--- src/rtl/ram_autoconfig_multi.sv ---
// Zorro II autoconfig fast-RAM controller presenting NUM_BANKS equal-sized banks
// as consecutive autoconfig boards in the $E80000 config space.
//
// Ports:
//   CLK, RESET        - 7 MHz CPU clock, synchronous active-high reset
//   _AS, _UDS, R_W    - 68000 bus strobes
//   A[23:1]           - CPU address
//   D_IN / D_OUT      - D[15:12] write data / autoconfig read nibble
//   D_OE              - drive D[15:12]
//   _CONFIGIN         - low when the previous board in the chain is configured
//   _CONFIGOUT        - low once every bank is configured or shut up
//   RAM_CE            - per-bank chip enable
//   DTACK_RANGE       - this cycle belongs to the block
//   CONFIGURED        - per-bank valid base address flag
module ram_autoconfig_multi #(
  parameter int unsigned NUM_BANKS = 2,
  parameter logic [2:0]  SIZE_CODE = 3'b110,
  parameter logic [7:0]  PRODUCT   = 8'h01,
  parameter logic [15:0] MANUF     = 16'h07DB
) (
  input  logic                 CLK,
  input  logic                 RESET,
  input  logic                 _AS,
  input  logic                 _UDS,
  input  logic                 R_W,
  input  logic [23:1]          A,
  input  logic [3:0]           D_IN,
  output logic [3:0]           D_OUT,
  output logic                 D_OE,
  input  logic                 _CONFIGIN,
  output logic                 _CONFIGOUT,
  output logic [NUM_BANKS-1:0] RAM_CE,
  output logic                 DTACK_RANGE,
  output logic [NUM_BANKS-1:0] CONFIGURED
);

  localparam logic [2:0] NumBanksC = 3'(NUM_BANKS);
  localparam logic [2:0] LastBank  = 3'(NUM_BANKS - 1);

  // Bits of base A[23:19] that take part in the bank match for each size code.
  localparam logic [4:0] BankMask = (SIZE_CODE == 3'b100) ? 5'b11111 :
                                    (SIZE_CODE == 3'b101) ? 5'b11110 :
                                    (SIZE_CODE == 3'b110) ? 5'b11100 : 5'b11000;

  localparam logic [7:0] ProductN = ~PRODUCT;
  localparam logic [15:0] ManufN  = ~MANUF;

  logic [2:0]           cur_q;
  logic [4:0]           base_q [NUM_BANKS];
  logic [NUM_BANKS-1:0] cfg_q;
  logic                 wdone_q;
  logic                 lo_a19_q;
  logic                 configout_q;

  logic                 cfg_sel;
  logic                 rd_acc;
  logic                 wr_acc;
  logic                 in_window;
  logic [3:0]           rd_nibble;
  logic [NUM_BANKS-1:0] ram_ce;

  logic unused_a;
  assign unused_a = ^A[15:7];

  assign cfg_sel = ~_AS & (A[23:16] == 8'hE8) & ~_CONFIGIN & (cur_q < NumBanksC);
  assign rd_acc  = cfg_sel & R_W & ~_UDS;
  assign wr_acc  = cfg_sel & ~R_W & ~_UDS & ~wdone_q;

  // Fast RAM is only decoded inside the Zorro II $200000..$9FFFFF window.
  assign in_window = (A[23:20] >= 4'h2) & (A[23:20] <= 4'h9);

  always_comb begin
    rd_nibble = 4'hF;
    case (A[6:1])
      6'h00: rd_nibble = 4'b1110;
      6'h01: rd_nibble = {cur_q != LastBank, SIZE_CODE};
      6'h02: rd_nibble = ProductN[7:4];
      6'h03: rd_nibble = ProductN[3:0];
      6'h08: rd_nibble = ManufN[15:12];
      6'h09: rd_nibble = ManufN[11:8];
      6'h0A: rd_nibble = ManufN[7:4];
      6'h0B: rd_nibble = ManufN[3:0];
      6'h20: rd_nibble = 4'h0;
      6'h21: rd_nibble = 4'h0;
      default: rd_nibble = 4'hF;
    endcase
  end

  always_comb begin
    ram_ce = '0;
    for (int unsigned i = 0; i < NUM_BANKS; i++) begin
      ram_ce[i] = cfg_q[i] & ~_AS & in_window &
                  ((A[23:19] & BankMask) == (base_q[i] & BankMask));
    end
  end

  always_ff @(posedge CLK) begin
    if (RESET) begin
      cur_q       <= 3'd0;
      cfg_q       <= '0;
      wdone_q     <= 1'b0;
      lo_a19_q    <= 1'b0;
      configout_q <= 1'b1;
      for (int unsigned i = 0; i < NUM_BANKS; i++) begin
        base_q[i] <= 5'd0;
      end
    end else begin
      configout_q <= (cur_q != NumBanksC);
      if (_AS) begin
        wdone_q <= 1'b0;
      end else if (wr_acc) begin
        // One write per bus cycle, however long the CPU holds it.
        wdone_q <= 1'b1;
        case (A[6:1])
          6'h25: lo_a19_q <= D_IN[3];
          6'h24: begin
            for (int unsigned i = 0; i < NUM_BANKS; i++) begin
              if (cur_q == 3'(i)) begin
                base_q[i] <= {D_IN, lo_a19_q};
                cfg_q[i]  <= 1'b1;
              end
            end
            cur_q <= cur_q + 3'd1;
          end
          6'h26: begin
            for (int unsigned i = 0; i < NUM_BANKS; i++) begin
              if (cur_q == 3'(i)) begin
                cfg_q[i] <= 1'b0;
              end
            end
            cur_q <= cur_q + 3'd1;
          end
          default: ;
        endcase
      end
    end
  end

  assign D_OE        = rd_acc;
  assign D_OUT       = rd_acc ? rd_nibble : 4'hF;
  assign RAM_CE      = ram_ce;
  assign DTACK_RANGE = cfg_sel | (|ram_ce);
  assign CONFIGURED  = cfg_q;
  assign _CONFIGOUT  = configout_q;

endmodule

--- config.mk ---
export PLATFORM = sky130hd
export DESIGN_NAME = ram_autoconfig_multi
export DESIGN_NICKNAME = d
export VERILOG_FILES = /design/src/rtl/ram_autoconfig_multi.sv
export SDC_FILE = /design/constraint.sdc
export NUM_CORES = 1
export LEC_CHECK = 0
export ABC_AREA = 1
export CORE_MARGIN = 4
export CORE_UTILIZATION = 41
export DETAILED_ROUTE_END_ITERATION = 10
export PLACE_DENSITY = 0.77
export SYNTH_ARGS = -nofsm -noshare
export SYNTH_HDL_FRONTEND = slang
export SYNTH_SLANG_ARGS = --single-unit
export TNS_END_PERCENT = 10
--- constraint.sdc ---
create_clock -name CLK -period 1.62 [get_ports CLK]
set_input_delay 0.324 -clock CLK [delete_from_list [all_inputs] [get_ports CLK]]
set_output_delay 0.324 -clock CLK [all_outputs]
set_load 0.1 [all_outputs]
==> run summary, run 1 <==
outcome: complete, but fails checks
failing checks: negative setup slack
worst skew pair latency: 0.28 ns
Clk pwr share: 26.7%
dpl ws: -0.618 ns
Synth Area in Adders: 5.19%
Achievable Freq: 0.482 GHz
switching share of total power: 27.7%
sequential share of power: 46.4%
Synth Net Count: 168
area of the mapped netlist: 963 sq um
Critical path buffers and inverters: 2
Yosys top cell area share: 18.7%
initial core utilization: 43.1%
top cells by area, synth: edfxtp_1 (19%), dfxtp_1 (15%), nand2_1 (9.4%)
1st-pass router iterations: 4
routed wire length: 3.80 mm
Mapped Avg Cell Area: 7.35 sq um
fin. max-slew vios: 0
Core Box Area: 2230 sq um
YS warnings: 0
Simple-Gate Fraction of Synth Area: 40.5%
vias per cell: 5.29
Post-Synth XOR/XNOR Area: 5.45%
family with the most delay on the worst path: simple AND/OR/NAND/NOR gates
Critical Path Max Stage Delay: 0.34 ns
Leak: 0.875 nW
Design Power: 0.000755 W
initial drt markers: 75
vias in the first global route: 1236
area growth from synthesis to layout: 98.2%
crit path DAT: 1.75 ns
Post-synth top flop: dfxtp_1
RSZ-0062 raised after global routing: true
Clock Path Buffers: 2
Worst-path clk slew: 0.08 ns
highest-delay cell along the critical path: dfxtp_2
critical path peak fanout: 3
Setup WS post-layout: -0.456 ns
Post-DP HPWL: 2.56 mm
Num CTS Buffers: 3
power density cells: 395 nW/um^2
sequential element share of the synthesized area: 33.2%
peak supply drop: 0.492 mV
die area: 3190 sq um
CP required: 1.30 ns
post-synthesis mux area share: 0%
Final Hold Viols: 0
Synth top cells by count: nand2_1 (24), inv_1 (22), nor2_1 (18)
Comb power frac: 26.9%
switching power: 0.000209 W
Setup TNS Final: -3.66 ns
crit path cell chain: nor2_4 > nand2_2 > nor2_4 > nand2_2 > nor3_4 > nand2_8 > inv_8 > nand3_4 > buf_12
Setup violations, final: 17
first-pass GRT wire length: 5.88 mm
CTS HTree Levels: 1
worst-margin pin slew: 0.475 ns
number of core rows: 17
Vias: 1227
post-layout net count: 242
# hold bufs at CTS: 0
Netlist cell types: 24
antenna violations before repair: 0
Final ANT Viol Nets: 0
EDFF count, synth: 6
share of cells above drive strength 1: 48.0%
largest family of logic cells by synthesized area: simple AND/OR/NAND/NOR gates
CTS sink count: 13
CTS tree: done
Worst setup EP type: output port
Period minus WS final: 2.08 ns
Int Power: 0.000546 W
n_diodes: 0
startpoint types: flip-flop
FF+latch count, synth: 13
detailed-route DRC error count: 0
worst rel slew slack: 68.0%
largest net degree at the start of global routing: 9
Compound-Gate Fraction of Synth Area: 5.84%
routability cong.: 0.737
GRT Total Usage: 23.5%
period utilisation layout: 128%
fraction of registers with async set/reset: 0%
top-count cell post-synth: nand2_1
cell type with the largest total area after synthesis: edfxtp_1
Setup CP Type: flip-flop to output port
WL/cell: 16.4 um
max_cap viols: 0
die span in x: 56.5 um
Congestion Overflow GR: 0
io pins: 44
Die Span Y: 56.5 um
I/O Buffers: 33
skew final: 0.00656 ns
root buf cell: clkbuf_4
HP Class: flip-flop to flip-flop
post-synthesis instance total: 131
[final timing paths]
kind / cells past startpoint / from / to / slack (ns)
worst max-delay path: 9 / cur_q[2] / D_OUT[2] / -0.46
worst min-delay path: 2 / wdone_q / wdone_q / 0.52
worst max register to register: 8 / cur_q[1] / base_q[0][9] / -0.14
worst min register to register: 2 / wdone_q / wdone_q / 0.52
[metal layers]
metal	vias up	part of all wire [%]	GRT usage, %
li1	569	-	-
met2	73	53	46.7
met5	-	0	0
met3	22	7.9	4.14
met4	0	5.3	9.15
met1	563	33	23.4
[state kept, by name, summed over array words and instances (netlist names)]
name and count:
wdone_q 1, base_q 6, _CONFIGOUT 1, cur_q 3
CONFIGURED 2
[worst register-to-register path: stages, from the launching register on]
cell and delay, ns:
dfxtp_2 0.34, buf_4 0.14, inv_1 0.07, ha_1 0.16
nand2_1 0.09, buf_4 0.14, nor3_1 0.17, nand3_1 0.18
nand2_1 0.17
[metrics by stage]
step / std cells / instance area (sq um) / hold slack (ns) / utilization (%)
floorplan: 131 / 1040 / 0.393 / -
global placement: 224 / 1760 / 0.436 / 78.7
detailed placement: 224 / 1760 / 0.496 / 78.7
CTS: 232 / 1890 / 0.509 / 84.5
global route: 232 / 1910 / 0.542 / 85.5
finish: 232 / 1910 / 0.522 / 85.5
[power groups by stage]
stage	Combinational, W	Clock [W]	Sequential (W)
6_report	0.000203	0.000202	0.000350
5_1_grt	0.000215	0.000216	0.000351
4_1_cts	0.000192	0.000198	0.000350
3_5_place_dp	0.000181	0	0.000357
3_3_place_gp	0.000172	0	0.000357
2_1_floorplan	0.0000611	0	0.000356
[cells by family (layout without fill, tap and decap cells)]
family                   count (synthesis)  count (layout)
flip-flops                              13              13
AO/OA/AOI/OAI                           11              11
AND/OR/NAND/NOR                         72              72
buffers and inverters                   25              98
XOR/XNOR                                 6               6
adder cells (fa/ha/maj)                  4               4
[layout make-up]
type | count | area [sq um]
Timing Repair Buffer | 69 | 713
Clock buffer | 4 | 26.3
Multi-Input combinational cell | 93 | 708
Sequential cell | 13 | 325
Inverter | 25 | 101
Fill cell | 126 | 324
Tap cell | 28 | 35.0
[layout by cell type (no fill, tap or decap), types with 7 or more instances in the layout]
cell type      netlist  layout
inv_1               22      18
nand2_2              3      10
a21oi_1              8       7
buf_12               0      11
nand3_1             12       8
nor2_1              18      10
nand2_1             24      15
buf_4                0      31
dlygate4sd2_1        0      14
[timing repair]
| item | in CTS | in global routing |
|---|---|---|
| cloned | 0 | 0 |
| setup buffers | 4 | 0 |
| setup endpoints to repair | 25 | 25 |
| resized for setup | 44 | 8 |
| pin swaps | 20 | 6 |
Power figures use the tool's default switching activity.
==> inputs of run 2 (changes only) <==
- PLACE_DENSITY: 0.77 -> 0.79
==> run summary, run 2 (synthesis results as in run 1) <==
area of the multi-input gates: 684 sq um (-3.4%)
Clk pwr share: 26.9% (+0.2 points)
most frequent cells in the layout: buf_4 (36), inv_1 (21), nand2_1 (16), dlygate4sd2_1 (14)
peak supply drop: 0.512 mV (+4.1%)
Die Span Y: 56.5 um (unchanged)
startpoint types: flip-flop
period utilisation layout: 125% (-3.4 points)
skew final: 0.00236 ns (-0.00420 ns)
Period minus WS final: 2.02 ns (-0.0555 ns)
commonest non-fill, non-tap cell in the layout: buf_4
dpl cell area: 1760 sq um (unchanged)
CTS HTree Levels: 1 (unchanged)
max_cap viols: 0 (unchanged)
area growth from synthesis to layout: 99.0%
Achievable Freq: 0.495 GHz (+2.7%)
Worst setup EP type: output port
minimum hold slack: 0.481 ns (-0.0411 ns)
Num CTS Buffers: 3 (unchanged)
CTS tree: done
initial drt markers: 38 (-49%)
crit path DAT: 1.70 ns (-0.05 ns)
Vias: 1147 (-6.5%)
vias in the first global route: 1179 (-4.6%)
metal2 WL: 1.82 mm (-10%)
Int Power: 0.000542 W (-0.77%)
Post-DP HPWL: 2.45 mm (-4.2%)
DR top layer: met4
outcome: complete, but fails checks
Final Hold Viols: 0 (unchanged)
Setup WS post-layout: -0.401 ns (+0.0555 ns)
Reg area: 324 sq um (-0.38%)
Design Area, Final: 1920 sq um (+0.39%)
routability cong.: 0.737 (about the same)
largest net degree at the start of global routing: 9 (unchanged)
RSZ-0062 raised after global routing: true
n_diodes: 0 (unchanged)
power density cells: 389 nW/um^2 (-1.7%)
routed wire length: 3.23 mm (-15%)
io pins: 44 (unchanged)
detailed-route DRC error count: 0 (unchanged)
root buf cell: clkbuf_4
# hold bufs at CTS: 0 (unchanged)
first-pass GRT wire length: 5.31 mm (-9.6%)
GRT Total Usage: 20.8% (-2.8 points)
failing checks: negative setup slack
critical path peak fanout: 3 (unchanged)
worst rel slew slack: 68.8% (+0.75 points)
die area: 3190 sq um (unchanged)
HP Class: flip-flop to flip-flop
Congestion Overflow GR: 0 (unchanged)
Most flops, register: base_q
CP required: 1.30 ns (about the same)
sequential share of power: 46.9% (+0.5 points)
I/O Buffers: 33 (unchanged)
worst-margin pin slew: 0.464 ns (-0.0111 ns)
Comb power frac: 26.2% (-0.7 points)
switching power: 0.000203 W (-2.7%)
CTS sink count: 13 (unchanged)
switching share of total power: 27.3% (-0.39 points)
Met3 Wirelength: 142 um (-53%)
post-layout net count: 247 (+2.1%)
FILL cells: 124 (-1.6%)
Worst-path clk slew: 0.08 ns (about the same)
worst skew pair latency: 0.27 ns (about the same)
share of cells above drive strength 1: 45.0% (-3.1 points)
Clock Path Buffers: 2 (unchanged)
WL/cell: 13.6 um (-17%)
number of core rows: 17 (unchanged)
Setup CP Type: flip-flop to output port
die span in x: 56.5 um (unchanged)
wire length on met1: 1.24 mm (-2.4%)
Core Box Area: 2230 sq um (unchanged)
initial core utilization: 43.1% (unchanged)
Final ANT Viol Nets: 0 (unchanged)
1st-pass router iterations: 4 (unchanged)
Leak: 0.899 nW (+2.8%)
max FFs per register: 6 (unchanged)
fin. max-slew vios: 0 (unchanged)
Setup violations, final: 17 (unchanged)
antenna violations before repair: 0 (unchanged)
vias per cell: 4.84 (-8.5%)
==> run 2: area by class of cell <==
class	count	share of cell area, %
inverter	25	5.29
tap	28	1.83
sequential	13	16.9
timing repair buffer	74	38.8
clock buffer	3	1.17
clock inverter	1	0.261
multi-input combinational	93	35.7
==> run 2: final timing paths <==
path | from | end | cells after the start | slack (ns)
worst min register to register | wdone_q | wdone_q | 2 | 0.48
worst max-delay path | cur_q[1] | D_OUT[1] | 9 | -0.40
worst min-delay path | wdone_q | wdone_q | 2 | 0.48
worst max register to register | cur_q[1] | base_q[0][9] | 8 | -0.13
==> run 2: power groups by stage <==
stage                     combinational (W)  sequential [W]  clock [W]
after floorplan                   0.0000611        0.000356          0
after global placement             0.000172        0.000357          0
after detailed placement           0.000180        0.000357          0
after CTS                          0.000185        0.000349   0.000205
after global routing               0.000210        0.000350   0.000223
final                              0.000195        0.000349   0.000200
==> run 2: what timing repair did <==
item,4_1_cts,5_1_grt
buffers inserted,9,0
setup endpoints to repair,25,25
pin swaps,19,3
resized for setup,31,12
cloned,0,0
==> run 2: worst max-delay path, cell delays in order (launching register included) <==
cell     delay, ns
dfxtp_2       0.34
nor2_4        0.12
nand2_2       0.07
nor2_4        0.10
nand2_2       0.08
nor3_4        0.28
nand2_8       0.09
inv_8         0.08
nand3_4       0.08
buf_12        0.17
==> run 2: through the flow <==
stage               utilization [%]  TNS [ns]  total power, W  instances  worst slack (ns)
floorplan                         -     -5.12        0.000418        131             -1.02
global placement               78.7     -9.88        0.000529        224            -0.578
detailed placement             78.7    -11.26        0.000537        224            -0.619
CTS                            84.1     -3.03        0.000739        237            -0.451
global route                   85.8     -4.69        0.000783        237            -0.488
finish                         85.8     -3.32        0.000745        237            -0.401
==> run 2: per-layer routing <==
metal	vias up	track usage (%)
met2	32	41.6
li1	578	-
met4	0	3.73
met1	531	23.0
met3	6	2.30
met5	-	0
